## config.mk

```make
export PLATFORM = sky130hd
export DESIGN_NAME = lcd_scan_driver_flat
export DESIGN_NICKNAME = d
export VERILOG_FILES = /design/src/rtl/lcd_scan_if.sv /design/src/rtl/lcd_scan_driver.sv /design/src/flat_wrapper.sv
export SDC_FILE = /design/constraint.sdc
export NUM_CORES = 1
export LEC_CHECK = 0
export ABC_AREA = 0
export CORE_AREA = 2 2 116 118
export CTS_CLUSTER_DIAMETER = 100
export DETAILED_ROUTE_END_ITERATION = 10
export DIE_AREA = 0 0 118 120
export PLACE_DENSITY = 0.6
export SLEW_MARGIN = 20
export SYNTH_ARGS = -nofsm -noshare
export SYNTH_HDL_FRONTEND = slang
export SYNTH_SLANG_ARGS = --single-unit
```

## constraint.sdc

```tcl
create_clock -name CLK -period 3.7 [get_ports CLK]
set_input_delay 1.11 -clock CLK [delete_from_list [all_inputs] [get_ports CLK]]
set_output_delay 1.11 -clock CLK [all_outputs]
set_load 0.05 [all_outputs]
```

## src/rtl/lcd_scan_if.sv

```systemverilog
// Scan-out bus between the LCD timing master and the pixel source / panel pins.
interface lcd_scan_if;
  logic        EN;
  logic        on;
  logic [13:0] hcnt;
  logic [23:0] vcnt;
  logic        HSYNC;
  logic        VSYNC;
  logic        DE;
  logic [23:0] RGB;
  logic        frame_start;

  modport master (
    input  EN, on,
    output hcnt, vcnt, HSYNC, VSYNC, DE, RGB, frame_start
  );

  modport slave (
    output EN, on,
    input  hcnt, vcnt, HSYNC, VSYNC, DE, RGB, frame_start
  );
endinterface

```

## src/rtl/lcd_scan_driver.sv

```systemverilog
// LCD scan-timing master: sync/blanking, pixel read address, 1-bit pixel to RGB.
// Addresses one clock after the counters, syncs/DE/RGB two clocks after; no backpressure, one pixel per clock.
module lcd_scan_driver #(
  parameter int          HSIZE     = 480,
  parameter int          VSIZE     = 272,
  parameter int          HPW       = 41,
  parameter int          HBP       = 2,
  parameter int          HFP       = 2,
  parameter int          VPW       = 10,
  parameter int          VBP       = 2,
  parameter int          VFP       = 2,
  parameter logic [23:0] ON_COLOR  = 24'hFFFFFF,
  parameter logic [23:0] OFF_COLOR = 24'h000000
) (
  input  logic       CLK,
  input  logic       RESET,
  lcd_scan_if.master bus
);

  // Both totals must fit the 11-bit position counters (<= 2047).
  localparam int HTOTAL = HPW + HBP + HSIZE + HFP;
  localparam int VTOTAL = VPW + VBP + VSIZE + VFP;

  localparam logic [10:0] H_LAST = 11'(HTOTAL - 1);
  localparam logic [10:0] V_LAST = 11'(VTOTAL - 1);
  localparam logic [10:0] H_SYNC = 11'(HPW);
  localparam logic [10:0] V_SYNC = 11'(VPW);
  localparam logic [10:0] H_ACT0 = 11'(HPW + HBP);
  localparam logic [10:0] H_ACT1 = 11'(HPW + HBP + HSIZE);
  localparam logic [10:0] V_ACT0 = 11'(VPW + VBP);
  localparam logic [10:0] V_ACT1 = 11'(VPW + VBP + VSIZE);

  logic [10:0] h_pos_q, h_pos_d;
  logic [10:0] v_pos_q, v_pos_d;
  logic [23:0] pix_q, pix_d;
  logic [13:0] hcnt_q, hcnt_d;
  logic [23:0] vcnt_q, vcnt_d;
  logic        de1_q, de1_d, hs1_q, hs1_d, vs1_q, vs1_d, fs1_q, fs1_d;
  logic        de2_q, de2_d, hsync_q, hsync_d, vsync_q, vsync_d, fs2_q, fs2_d;
  logic        active;

  always_comb begin
    h_pos_d = h_pos_q;
    v_pos_d = v_pos_q;
    pix_d   = pix_q;

    active = bus.EN
          && (h_pos_q >= H_ACT0) && (h_pos_q < H_ACT1)
          && (v_pos_q >= V_ACT0) && (v_pos_q < V_ACT1);

    if (!bus.EN) begin
      h_pos_d = '0;
      v_pos_d = '0;
      pix_d   = '0;
    end else begin
      if (h_pos_q == H_LAST) begin
        h_pos_d = '0;
        v_pos_d = (v_pos_q == V_LAST) ? 11'd0 : v_pos_q + 11'd1;
      end else begin
        h_pos_d = h_pos_q + 11'd1;
      end
      // The linear index replaces row*HSIZE+col; it is zero again when (0,0) comes round.
      if ((h_pos_q == H_LAST) && (v_pos_q == V_LAST)) begin
        pix_d = '0;
      end else if (active) begin
        pix_d = pix_q + 24'd1;
      end
    end

    hcnt_d = active ? 14'(h_pos_q - H_ACT0) : 14'd0;
    vcnt_d = active ? pix_q : 24'd0;
    de1_d  = active;
    hs1_d  = bus.EN && (h_pos_q < H_SYNC);
    vs1_d  = bus.EN && (v_pos_q < V_SYNC);
    fs1_d  = bus.EN && (h_pos_q == 11'd0) && (v_pos_q == 11'd0);

    // Second stage lines up with the pixel source's registered `on`.
    de2_d   = de1_q;
    hsync_d = ~hs1_q;
    vsync_d = ~vs1_q;
    fs2_d   = fs1_q;
  end

  always_ff @(posedge CLK or negedge RESET) begin
    if (!RESET) begin
      h_pos_q <= '0;
      v_pos_q <= '0;
      pix_q   <= '0;
      hcnt_q  <= '0;
      vcnt_q  <= '0;
      de1_q   <= 1'b0;
      hs1_q   <= 1'b0;
      vs1_q   <= 1'b0;
      fs1_q   <= 1'b0;
      de2_q   <= 1'b0;
      hsync_q <= 1'b1;
      vsync_q <= 1'b1;
      fs2_q   <= 1'b0;
    end else begin
      h_pos_q <= h_pos_d;
      v_pos_q <= v_pos_d;
      pix_q   <= pix_d;
      hcnt_q  <= hcnt_d;
      vcnt_q  <= vcnt_d;
      de1_q   <= de1_d;
      hs1_q   <= hs1_d;
      vs1_q   <= vs1_d;
      fs1_q   <= fs1_d;
      de2_q   <= de2_d;
      hsync_q <= hsync_d;
      vsync_q <= vsync_d;
      fs2_q   <= fs2_d;
    end
  end

  assign bus.hcnt        = hcnt_q;
  assign bus.vcnt        = vcnt_q;
  assign bus.DE          = de2_q;
  assign bus.HSYNC       = hsync_q;
  assign bus.VSYNC       = vsync_q;
  assign bus.frame_start = fs2_q;
  assign bus.RGB         = de2_q ? (bus.on ? ON_COLOR : OFF_COLOR) : 24'd0;

endmodule

```

## src/flat_wrapper.sv

```systemverilog
// flat-port wrapper written by rule: the top's interface ports become plain ports
module lcd_scan_driver_flat 
#(
  parameter int          HSIZE     = 480,
  parameter int          VSIZE     = 272,
  parameter int          HPW       = 41,
  parameter int          HBP       = 2,
  parameter int          HFP       = 2,
  parameter int          VPW       = 10,
  parameter int          VBP       = 2,
  parameter int          VFP       = 2,
  parameter logic [23:0] ON_COLOR  = 24'hFFFFFF,
  parameter logic [23:0] OFF_COLOR = 24'h000000
)
  (CLK, RESET, bus_EN, bus_on, bus_hcnt, bus_vcnt, bus_HSYNC, bus_VSYNC, bus_DE, bus_RGB, bus_frame_start);
  lcd_scan_if bus_i ();
  input  logic CLK;
  input  logic RESET;
  input wire logic [$bits(bus_i.EN)-1:0] bus_EN;
  input wire logic [$bits(bus_i.on)-1:0] bus_on;
  output wire logic [$bits(bus_i.hcnt)-1:0] bus_hcnt;
  output wire logic [$bits(bus_i.vcnt)-1:0] bus_vcnt;
  output wire logic [$bits(bus_i.HSYNC)-1:0] bus_HSYNC;
  output wire logic [$bits(bus_i.VSYNC)-1:0] bus_VSYNC;
  output wire logic [$bits(bus_i.DE)-1:0] bus_DE;
  output wire logic [$bits(bus_i.RGB)-1:0] bus_RGB;
  output wire logic [$bits(bus_i.frame_start)-1:0] bus_frame_start;
  assign bus_i.EN = bus_EN;
  assign bus_i.on = bus_on;
  assign bus_hcnt = bus_i.hcnt;
  assign bus_vcnt = bus_i.vcnt;
  assign bus_HSYNC = bus_i.HSYNC;
  assign bus_VSYNC = bus_i.VSYNC;
  assign bus_DE = bus_i.DE;
  assign bus_RGB = bus_i.RGB;
  assign bus_frame_start = bus_i.frame_start;
  lcd_scan_driver #(.HSIZE(HSIZE), .VSIZE(VSIZE), .HPW(HPW), .HBP(HBP), .HFP(HFP), .VPW(VPW), .VBP(VBP), .VFP(VFP), .ON_COLOR(ON_COLOR), .OFF_COLOR(OFF_COLOR)) u_core (.CLK(CLK), .RESET(RESET), .bus(bus_i));
endmodule
```

[Word level (Yosys, flattened, before mapping)]
Cells that the tools add are included.
Storage, ports and cells
  register bits: 92
  output and inout bits: 66
Operators by class
  $add $sub $neg: 4
  magnitude comparators: 6
  equal/unequal tests: 4
  mux-type cells: 12
  bitwise operators: 2
  reductions and logical operators: 11
Operators by type and width (count)
  24-bit 2-to-1 mux: 6
  11-bit 2-to-1 mux: 5
  24-bit by 1-bit adder with 24-bit output, second input constant: 1
  11-bit by 1-bit adder with 11-bit output, second input constant: 2
  11-bit zero test: 2
  14-bit 2-to-1 mux: 1
  11-bit by 6-bit subtractor with 12-bit output, second input constant: 1
  11-bit by 10-bit equality test with 1-bit output, second input constant: 1
  11-bit by 9-bit equality test with 1-bit output, second input constant: 1
  11-bit by 4-bit greater-or-equal comparator with 1-bit output, second input constant: 1
  11-bit by 6-bit greater-or-equal comparator with 1-bit output, second input constant: 1
  11-bit by 10-bit < comparator with 1-bit output, second input constant: 1
  11-bit by 4-bit < comparator with 1-bit output, second input constant: 1
  11-bit by 6-bit < comparator with 1-bit output, second input constant: 1
  11-bit by 9-bit < comparator with 1-bit output, second input constant: 1
  1-bit logical AND: 9
  3-bit by 1-bit != test with 1-bit output, second input constant: 1
  2-bit by 1-bit != test with 1-bit output, second input constant: 1
  1-bit inverter: 2

[Logic depth before layout (Yosys ltp)]
Gate-level depths: netlist of run 1.
  word-level depth: 8
  depth in mapped cells: 9
  depth with buffers taken out: 7

[Least setup slack after synthesis of run 1]
OpenSTA, ideal clock, no wires.
  path type: input port to output port
  start point: input bus_on
  end point: output bus_RGB[10]
  arrival: 2240 ps
  data required time: 2590 ps
  setup slack: 350 ps
  cell stages on the path: 2
  path buffers: 1
  path through: and2_1 > buf_4
Between the ends
  cells in the longest elaborated chain, start to end: 2
RTL lines
  start, declared: line flat_wrapper.sv:20  | input wire logic [$bits(bus_i.on)-1:0] bus_on;
  24-bit 2-to-1 mux (2 in a row): line lcd_scan_driver.sv:122  | assign bus.RGB = de2_q ? (bus.on ? ON_COLOR : OFF_COLOR) : 24'd0;
  end, declared: line flat_wrapper.sv:26  | output wire logic [$bits(bus_i.RGB)-1:0] bus_RGB;
No other way between the ends.

[Worst setup path in the final report of run 1]
  start point: input bus_on
  end point: output bus_RGB[2]
Same word-level chain as after synthesis.

==> flow_summary.ini, run 1 <==
[power]
power.density_nw_per_um2 = 376
comb_power_share_pct = 4.5
power_leakage_nw = 2.39
seq_power_share_pct = 47.1
switching_share_pct = 21.3
p_clk_share_pct = 48.4
p_int_w = 0.00169
power.switching_w = 0.000457
ir_drop_mv = 0.181

[grt]
antenna_found_initial = 0
gr-usage-all-layers_pct = 13.5
grt_first_pass_wirelength_um = 15600
overflow = 0
grt_pass1_vias = 3111
grt_start_max_net_pins = 60

[final_layout]
syn2layout_area_growth_pct = 28.7
drive_gt1_share_pct = 14.2
design_area_um2 = 5710
n_fill_cell = 1234
antennaDiodeCount = 0
finalNonFillerCells = 662
num-nets-final = 491

[detailed_routing]
drc = 0
wl_per_cell_um = 14.2
drt_wl_total_um = 9420
firstDrtPassIters = 4
antenna_left = 0
drt-initial-drc-count = 222
via_count = 3375
avgViaCountPerCell = 5.10

[setup_path]
critical_path_class = in -> out
worst_ep_required_time_ns = 2.59
max_stage_delay_ns = 0.45
critPathTopFamily = buffers and inverters
cpMostUsedCell = buf_12
worst_setup_path_end_kind = primary output
crit_path_max_fanout = 24
worstPathBufferInverterCount = 3
crit_chain = clkdlybuf4s50_1, and2_1, buf_12, buf_12
cp-start-kind = primary input
critical_path.slowest_cell = clkdlybuf4s50_1
cp.arrival_ns = 2.20

[clock_network]
cts-buffers-inserted = 9
path_clk_slew_ns = 0.06
clock_path_buffers = 2
h-tree-depth = 3
cts_tree = yes
insertion_delay_ns = 0.34
postCtsResizedCells = 0
clock_sink_count = 90
post_cts_buffers = 0
cts_root_buf = clkbuf_16
hold_buffers = 0

[yosys]
seq_area_frac_synth_pct = 50.9
synth_fp_nets = 450
synth-edff-count = 0
synth-seq-cells = 90
syn_avg_cell_area_um2 = 10.1
syn_area_um2 = 4430
ys_async_sr_fraction_pct = 100
synth_cells = 440
yosysWarningCount = 0
synth.distinct_cells = 52
synthFlopType = dfrtp_1

[sta]
period_needed_ns = 3.31
post-route-period-util_pct = 89.4
fmax_mhz = 302
max_slew.worst_pin.slew_ns = 0.757
setup_viol = 0
slew_viol_final = 0
hold_viol = 0
rsz0062_at_grt = false
setup_ws_ns = 0.393
skew_ns = 0.0114
whs_ns = 0.349
timing.slew.headroom_pct = 49.5
tns_ns = 0

[floorplan]
start_util_pct = 34.1
num_rows = 42
pin_count = 70
die-area_um2 = 14200
fp.coreArea_um2 = 13000
die_y_um = 120
die_x_um = 118

[status]
run_status = complete, no violations

[placement]
pre_cts_ws_ns = 0.387
portBuffers = 69
gp_routability_congestion = 0.829
dpl_cell_area_um2 = 5360
dp_hpwl_um = 6480
dpl.cell_count = 646

[min_path]
hold_path.class = reg -> reg

[flow_run]
cap_viol_max_count = 0
==> synthesized netlist by cell type, drive strengths merged (2+ instances only) <==
cell    number  share of area [%]
or4         17                3.2
buf         33                5.6
and4         3               0.59
xnor2        8                1.6
clkbuf      17                1.5
mux2i        3               0.68
o21ai       16                1.8
and3        11                1.6
o31ai       22                3.7
dfrtp       88                 50
nand2b       6               0.85
dfstp        2                1.2
nand2       30                2.5
o211ai       2               0.34
and2        31                4.4
nor3        10                1.1
inv         11               0.93
ha           6                1.7
o21a         4               0.68
a21oi       20                2.7
nand3       21                2.4
nor4         6               0.85
o41ai        3               0.59
o31a         3               0.59
xor2         8                1.6
nor2        29                2.5
nor2b        2               0.28
nand4       10                1.4
==> sequential cells by signal (all words and copies together), names as in the netlist <==
name                    count
u_core.hs1_q                1
u_core.bus.HSYNC            1
u_core.bus.DE               1
u_core.pix_q               24
u_core.bus.frame_start      1
u_core.v_pos_q             11
u_core.bus.vcnt            24
u_core.vs1_q                1
u_core.bus.hcnt            12
u_core.h_pos_q             11
u_core.fs1_q                1
u_core.bus.VSYNC            1
u_core.de1_q                1
==> worst paths after layout <==
kind	startpoint	slack (ns)	endpoint	cells after the start
max	bus_on	0.39	bus_RGB[2]	4
min	u_core.fs1_q	0.35	u_core.bus.frame_start	0
max reg2reg	u_core.h_pos_q[8]	0.69	u_core.bus.vcnt[14]	6
min reg2reg	u_core.fs1_q	0.35	u_core.bus.frame_start	0
max in group asynchronous	RESET	2.14	u_core.bus.hcnt[2]	2
min in group asynchronous	RESET	0.84	u_core.bus.hcnt[10]	1
==> per-layer routing <==
layer / up-vias / share of wire (%) / track usage (%)
met3: 8 / 5.0 / 3.52
met4: 0 / 1.6 / 5.65
li1: 1618 / - / -
met5: - / 0 / 0
met1: 1663 / 46 / 17.7
met2: 86 / 48 / 21.3
==> cell families (layout without fill, tap and decap cells) <==
group / count (synthesis) / after routing / share of synthesized area (%)
AND/OR/NAND/NOR: 183 / 183 / 23.0
flip-flops: 90 / 90 / 50.9
AO/OA/AOI/OAI: 80 / 80 / 12.5
buffers and inverters: 61 / 107 / 7.96
XOR/XNOR: 16 / 16 / 3.16
adder cells (fa/ha/maj): 6 / 6 / 1.69
multiplexers: 3 / 3 / 0.678
other: 1 / 1 / 0.0846
==> cell type report <==
class                      instances  area [µm²]  area share, %
sequential                        90        2250           39.5
clock buffer                       9         225           3.95
inverter                          11        41.3          0.724
clock inverter                     7         116           2.04
timing repair buffer              80        1020           17.9
tap                              176         220           3.86
multi-input combinational        289        1820           32.0
==> metrics by stage <==
step	total power (W)	utilization (%)
floorplan	0.00108	-
global placement	0.00112	41.3
detailed placement	0.00113	41.3
CTS	0.00217	44.0
global route	0.00222	44.0
finish	0.00214	44.0
==> layout by cell type, fill, tap and decap left out, types with 3 or more instances in the layout <==
cell type        netlist  layout
o21ai_0               16      16
nor2_1                29      29
bufinv_16              0       3
and2_1                31      31
clkbuf_16              0       9
and4_1                 3       3
o31ai_1               22      22
mux2i_1                3       3
a21oi_2                5       5
o31a_1                 3       3
xnor2_1                8       8
or4_1                 13      13
o21a_1                 4       4
o41ai_1                3       3
buf_12                 0      25
or4_4                  4       4
nor3_1                10      10
nand2b_1               6       6
xor2_1                 8       8
buf_4                 25      11
ha_1                   6       6
and3_1                11      11
clkdlybuf4s50_1        0      44
nand4_1               10      10
nand2_1               30      30
inv_1                 10      10
a21oi_1               15      15
nor4_1                 6       6
dfrtp_1               88      88
nand3_1               21      21
==> power by group through the flow <==
stage / combinational (W) / clock (W) / sequential (W)
detailed placement: 0.0000980 / 0 / 0.00103
floorplan: 0.0000438 / 0 / 0.00103
finish: 0.0000958 / 0.00104 / 0.00101
global placement: 0.0000959 / 0 / 0.00103
global route: 0.000108 / 0.00110 / 0.00101
CTS: 0.0000988 / 0.00106 / 0.00101
(Power assumes the default switching activity.)
==> run 2, diff against run 1 <==
--- a/config.mk
+++ b/config.mk
@@ -10,6 +10,7 @@
 export CTS_CLUSTER_DIAMETER = 100
 export DETAILED_ROUTE_END_ITERATION = 10
 export DIE_AREA = 0 0 118 120
+export GPL_ROUTABILITY_DRIVEN = 0
 export PLACE_DENSITY = 0.6
 export SLEW_MARGIN = 20
 export SYNTH_ARGS = -nofsm -noshare
==> results of run 2 <==
Same layout as run 1: the final DEF is identical, and so are final timing and power.
